==> src/rtl/uart_pkg.sv <==
// Shared types and constants for the UART transmit/receive blocks.
package uart_pkg;

    typedef enum logic [1:0] {IDLE, START, DATA, STOP} uart_state_t;

    localparam int unsigned CLK_FREQ_HZ          = 50_000_000;
    localparam int unsigned BAUD                 = 115200;
    localparam int unsigned DEFAULT_CLKS_PER_BIT = CLK_FREQ_HZ / BAUD;

endpackage

==> src/rtl/uart_bit_timer.sv <==
// Bit-period counter: ticks every CLKS_PER_BIT cycles while enabled, realigned by clear.
module uart_bit_timer #(
    parameter int unsigned CLKS_PER_BIT = 434
) (
    input  logic clk,
    input  logic rst,
    input  logic clear,
    input  logic en,
    output logic tick
);

    localparam int unsigned CntW = (CLKS_PER_BIT > 1) ? $clog2(CLKS_PER_BIT) : 1;
    localparam logic [CntW-1:0] CntMax = CntW'(CLKS_PER_BIT - 1);

    logic [CntW-1:0] cnt_q, cnt_d;

    always_comb begin
        cnt_d = cnt_q;
        if (clear) begin
            cnt_d = '0;
        end else if (en) begin
            cnt_d = (cnt_q == CntMax) ? '0 : cnt_q + CntW'(1);
        end
    end

    always_ff @(posedge clk) begin
        if (rst) begin
            cnt_q <= '0;
        end else begin
            cnt_q <= cnt_d;
        end
    end

    assign tick = en && !clear && (cnt_q == CntMax);

endmodule

==> src/rtl/uart_tx.sv <==
// UART transmitter: one byte per valid/ready handshake, sent as start, LSB-first data, stop.
module uart_tx
    import uart_pkg::*;
#(
    parameter int unsigned CLKS_PER_BIT = DEFAULT_CLKS_PER_BIT,
    parameter int unsigned DATA_BITS    = 8,
    parameter int unsigned STOP_BITS    = 1
) (
    input  logic                 clk,
    input  logic                 rst,
    input  logic [DATA_BITS-1:0] tx_data,
    input  logic                 tx_valid,
    output logic                 tx_ready,
    output logic                 tx,
    output logic                 busy,
    output logic                 tx_done
);

    localparam int unsigned IdxW = $clog2(DATA_BITS);
    localparam logic [IdxW-1:0] LastIdx  = IdxW'(DATA_BITS - 1);
    localparam logic            LastStop = 1'(STOP_BITS - 1);

    uart_state_t          state_q;
    logic [DATA_BITS-1:0] shift_q;
    logic [IdxW-1:0]      bit_idx_q;
    logic                 stop_idx_q;
    logic                 tx_q;
    logic                 done_q;
    logic                 handshake;
    logic                 tick;

    assign tx_ready  = (state_q == IDLE);
    assign busy      = !tx_ready;
    assign tx        = tx_q;
    assign tx_done   = done_q;
    assign handshake = tx_valid && tx_ready;

    // Clearing on acceptance aligns every bit boundary to the handshake edge.
    uart_bit_timer #(
        .CLKS_PER_BIT(CLKS_PER_BIT)
    ) u_bit_timer (
        .clk  (clk),
        .rst  (rst),
        .clear(handshake),
        .en   (state_q != IDLE),
        .tick (tick)
    );

    always_ff @(posedge clk) begin
        if (rst) begin
            state_q    <= IDLE;
            shift_q    <= '0;
            bit_idx_q  <= '0;
            stop_idx_q <= 1'b0;
            tx_q       <= 1'b1;
            done_q     <= 1'b0;
        end else begin
            done_q <= 1'b0;
            unique case (state_q)
                IDLE: begin
                    if (tx_valid) begin
                        shift_q   <= tx_data;
                        bit_idx_q <= '0;
                        tx_q      <= 1'b0;
                        state_q   <= START;
                    end
                end
                START: begin
                    if (tick) begin
                        tx_q    <= shift_q[0];
                        state_q <= DATA;
                    end
                end
                DATA: begin
                    if (tick) begin
                        if (bit_idx_q == LastIdx) begin
                            tx_q       <= 1'b1;
                            stop_idx_q <= 1'b0;
                            state_q    <= STOP;
                        end else begin
                            // Next bit is shift_q[1]; the register shifts in the same edge.
                            tx_q      <= shift_q[1];
                            shift_q   <= shift_q >> 1;
                            bit_idx_q <= bit_idx_q + IdxW'(1);
                        end
                    end
                end
                STOP: begin
                    if (tick) begin
                        if (stop_idx_q == LastStop) begin
                            done_q  <= 1'b1;
                            state_q <= IDLE;
                        end else begin
                            stop_idx_q <= stop_idx_q + 1'b1;
                        end
                    end
                end
                default: begin
                    tx_q    <= 1'b1;
                    state_q <= IDLE;
                end
            endcase
        end
    end

endmodule

==> config.mk <==
export PLATFORM = sky130hd
export DESIGN_NAME = uart_tx
export DESIGN_NICKNAME = d
export VERILOG_FILES = /design/src/rtl/uart_pkg.sv /design/src/rtl/uart_bit_timer.sv /design/src/rtl/uart_tx.sv
export SDC_FILE = /design/constraint.sdc
export NUM_CORES = 1
export LEC_CHECK = 0
export BUFFER_PORTS_ARGS = -buffer_cell sky130_fd_sc_hd__buf_2
export CAP_MARGIN = 30
export CORE_MARGIN = 1.5
export CORE_UTILIZATION = 51
export DETAILED_ROUTE_END_ITERATION = 8
export PLACE_DENSITY = 0.73
export SETUP_SLACK_MARGIN = 0.5
export SLEW_MARGIN = 20
export SYNTH_ARGS = -nofsm -noshare
export SYNTH_HDL_FRONTEND = slang
export SYNTH_SLANG_ARGS = --single-unit
==> constraint.sdc <==
create_clock -name clk -period 2.6 [get_ports clk]
set_input_delay 0.13 -clock clk [delete_from_list [all_inputs] [get_ports clk]]
set_output_delay 0.13 -clock clk [all_outputs]
set_load 0.05 [all_outputs]
==> results.md <==
- Status: complete, no violations
- Power Density: a little under 900 mW/mm²
- Largest net degree at the start of global routing: 20
- Setup TNS: 0 ns
- Comb power frac: 0.483
- RR Startpoint: state_q[0]$_SDFFE_PP0P_
- Clk_skew: 0.004566 ns
- Clock share of power: 0.128
- Register area: a little under 500 µm²
- Final wirelength: 2304 µm
- Hold WS: 0.1758 ns
- CTS root buf: clkbuf_4
- Int Power: approximately 0.73 mW
- Hold Buf Count CTS: 0
- Area of the multi-input gates: 730.7 µm²
- Sw power: 0.4945 mW
- Max Fanout on Critical Path: 13
- Post-layout net count: 174
- Max-capacitance violation count: 0
- Share of cells above drive strength 1: 0.1765
- Setup Viol. Count Final: 0
- CP Launch Type: register
- Clk sink count: 24
- EDFF count, synth: 0
- H-Tree Level Count: 1
- Final Max Slew Viols: 0
- Slew headroom: 0.7918
- WS Path Type: register to register
- Static Leak: about 0.57 nW
- Synth Flop Type: dfxtp_1
- Vias in the first global route: 970
- Clock buffer depth: 2
- Mean routed wirelength per cell: around 13 µm
- Placer congestion estimate: 0.7392
- Post-layout util: 0.6138
- Area Growth Syn to Fin: 11.94%
- Iter 0 DRT Violations: 18
- Port-buffer cells: 14
- First-pass GRT wire length: 4057 µm
- Crit path from: state_q[0]$_SDFFE_PP0P_
- Synth Area per Inst: ~9.0 µm²
- Most common cell after layout, fill and taps aside: dfxtp_1
- Setup crit end kind: register
- # rows: 17
- Pre-antenna DRT Iters: 4
- Synth warn: 0
- IO Pins: 15
- Sequential fraction of the synthesis area: 0.3887
- Sw frac: 0.4054
- Die Ht: about 52 µm
- Post-route ant nets: 0
- Worst-Skew Late Latency: between 0.3 and 0.4 ns
- Min Tclk post-route: just under 2 ns
- Register share of total power: 0.389
- Syn Inst Count: between 100 and 150
- Worst EP required: 2.81 ns
- Arrival time worst endpoint: 2.14 ns
- Yosys cell types: 30
- Final period util: 0.7437
- Worst R2R Path Depth: 6
- Grt ovf: 0
- Most frequent cells in the layout: dfxtp_1 (24), nor2_1 (14), buf_2 (14), a21oi_1 (13)
- Total Power: 1.220 mW
- Mapped cell area: about 0.0012 mm²
- Unrepaired setup endpoints after global routing: no
- Num CTS Buffers: 3
- Via count: between 900 and 1000
- CTS tree: done
- Clk slew on worst S/H paths: roughly 0.12 ns
- End of the critical path: state_q[0]$_SDFFE_PP0P_
- VDD IR max: ~0.66 mV
- Hold Vio Cnt, Final: 0
- Fraction of registers with async set/reset: 0
- GR Util All Layers: 0.1948
- Worst-Margin Slew: between 0.3 and 0.4 ns
- Layout fillers: between 200 and 250
- Vias per cell: 5.508
- FF-to-FF End: state_q[0]$_SDFFE_PP0P_
- Peak Freq: around 0.52 GHz
- Reg-to-reg slack, setup: between 0.6 and 0.7 ns
- Antenna cells: 0
- Initial Util: 0.5483
- # DRC: 0
- Synthesized net count: ~160
- Die Wd: between 50 and 60 µm
- Core Box Area: about 0.0023 mm²
- Post-synthesis register bit count: 24
- Die Footprint: 0.002729 mm²
- Post-DP HPWL: 1648 µm
- Antenna violations before repair: 0
- Min-delay worst type: primary input to register
[registers in the layout, summed over array words and instances (netlist names)]
name,cells
bit_idx_q,3
shift_q,8
state_q,2
tx,1
tx_done,1
u_bit_timer.cnt_q,9
[critical path, stage by stage, from the launching register on]
cell and delay (ns):
dfxtp_1 0.40, inv_1 0.09, ha_2 0.27, and4bb_2 0.37, nand4_1 0.19, o31a_1 0.37
mux2i_1 0.13
[power by group through the flow]
stage | registers (mW) | clock network, mW | logic [mW]
3_5_place_dp | 0.482 | 0 | 0.535
4_1_cts | 0.474 | 0.161 | 0.540
5_1_grt | 0.484 | 0.178 | 0.646
6_report | 0.475 | 0.156 | 0.589
3_3_place_gp | 0.478 | 0 | 0.517
2_1_floorplan | 0.497 | 0 | 0.424
[worst min path at each step]
stage / startpoint / to / slack (ns) / cells past startpoint
3_3_place_gp: shift_q[5]$_SDFFE_PP0P_ / shift_q[5]$_SDFFE_PP0P_ / 0.45 / 2
5_1_grt: rst / shift_q[7]$_SDFFE_PP0P_ / 0.19 / 2
6_report: rst / shift_q[7]$_SDFFE_PP0P_ / 0.18 / 2
2_1_floorplan: rst / shift_q[3]$_SDFFE_PP0P_ / 0.43 / 2
4_1_cts: rst / shift_q[7]$_SDFFE_PP0P_ / 0.17 / 2
3_5_place_dp: shift_q[6]$_SDFFE_PP0P_ / shift_q[6]$_SDFFE_PP0P_ / 0.46 / 2
[cells in the mapped netlist, types with 2 or more instances]
| cell type | number | share of area |
|---|---|---|
| o21ai_0 | 2 | 0.0081 |
| nand2b_1 | 4 | 0.020 |
| dfxtp_1 | 24 | 0.39 |
| a21oi_1 | 13 | 0.053 |
| nor2b_1 | 3 | 0.015 |
| xor2_1 | 3 | 0.021 |
| inv_1 | 4 | 0.012 |
| mux2i_1 | 10 | 0.081 |
| nor2_1 | 14 | 0.043 |
| buf_2 | 3 | 0.012 |
| nand3_1 | 10 | 0.040 |
| nor3_1 | 2 | 0.0081 |
| xnor2_1 | 5 | 0.035 |
| nand2_1 | 9 | 0.027 |
| a21o_1 | 7 | 0.043 |
| nand4b_1 | 2 | 0.014 |
| clkbuf_1 | 2 | 0.0061 |
| nor3b_1 | 2 | 0.012 |
| ha_1 | 8 | 0.081 |
[per-layer routing]
layer / wire length, µm / global-route usage
met5: 0 / 0
met4: 36 / 0.04701
met3: 66 / 0.05429
met2: 1122 / 0.3418
met1: 1079 / 0.2345
[cell families after synthesis]
group	count (synthesis)	synth area share
compound gates	25	0.1215
xor+xnor	8	0.05668
fa+ha+maj	8	0.08097
buf+inv	10	0.03339
flops	24	0.3887
mux	10	0.08097
simple gates	53	0.2379
[per-stage QoR]
step,area [µm²],setup WS [ns],instances
finish,1384,0.6665,181
global route,1384,0.5358,181
CTS,1349,0.5288,177
detailed placement,1315,0.4212,174
global placement,1315,0.5566,174
floorplan,1236,0.6725,138
[cell type report]
| cell class | instances | area share |
|---|---|---|
| multi-input combinational | 104 | 0.5280 |
| clock buffer | 3 | 0.01627 |
| timing repair buffer | 18 | 0.07233 |
| inverter | 4 | 0.01085 |
| sequential | 24 | 0.3472 |
| tap | 28 | 0.02532 |
[timing repair]
item | in CTS | in global routing
pin swaps | 0 | 1
setup endpoints to repair | 11 | 15
setup buffers | 0 | 4
cloned | 0 | 0
gates resized for setup | 2 | 2
Power figures use the tool's default switching activity.
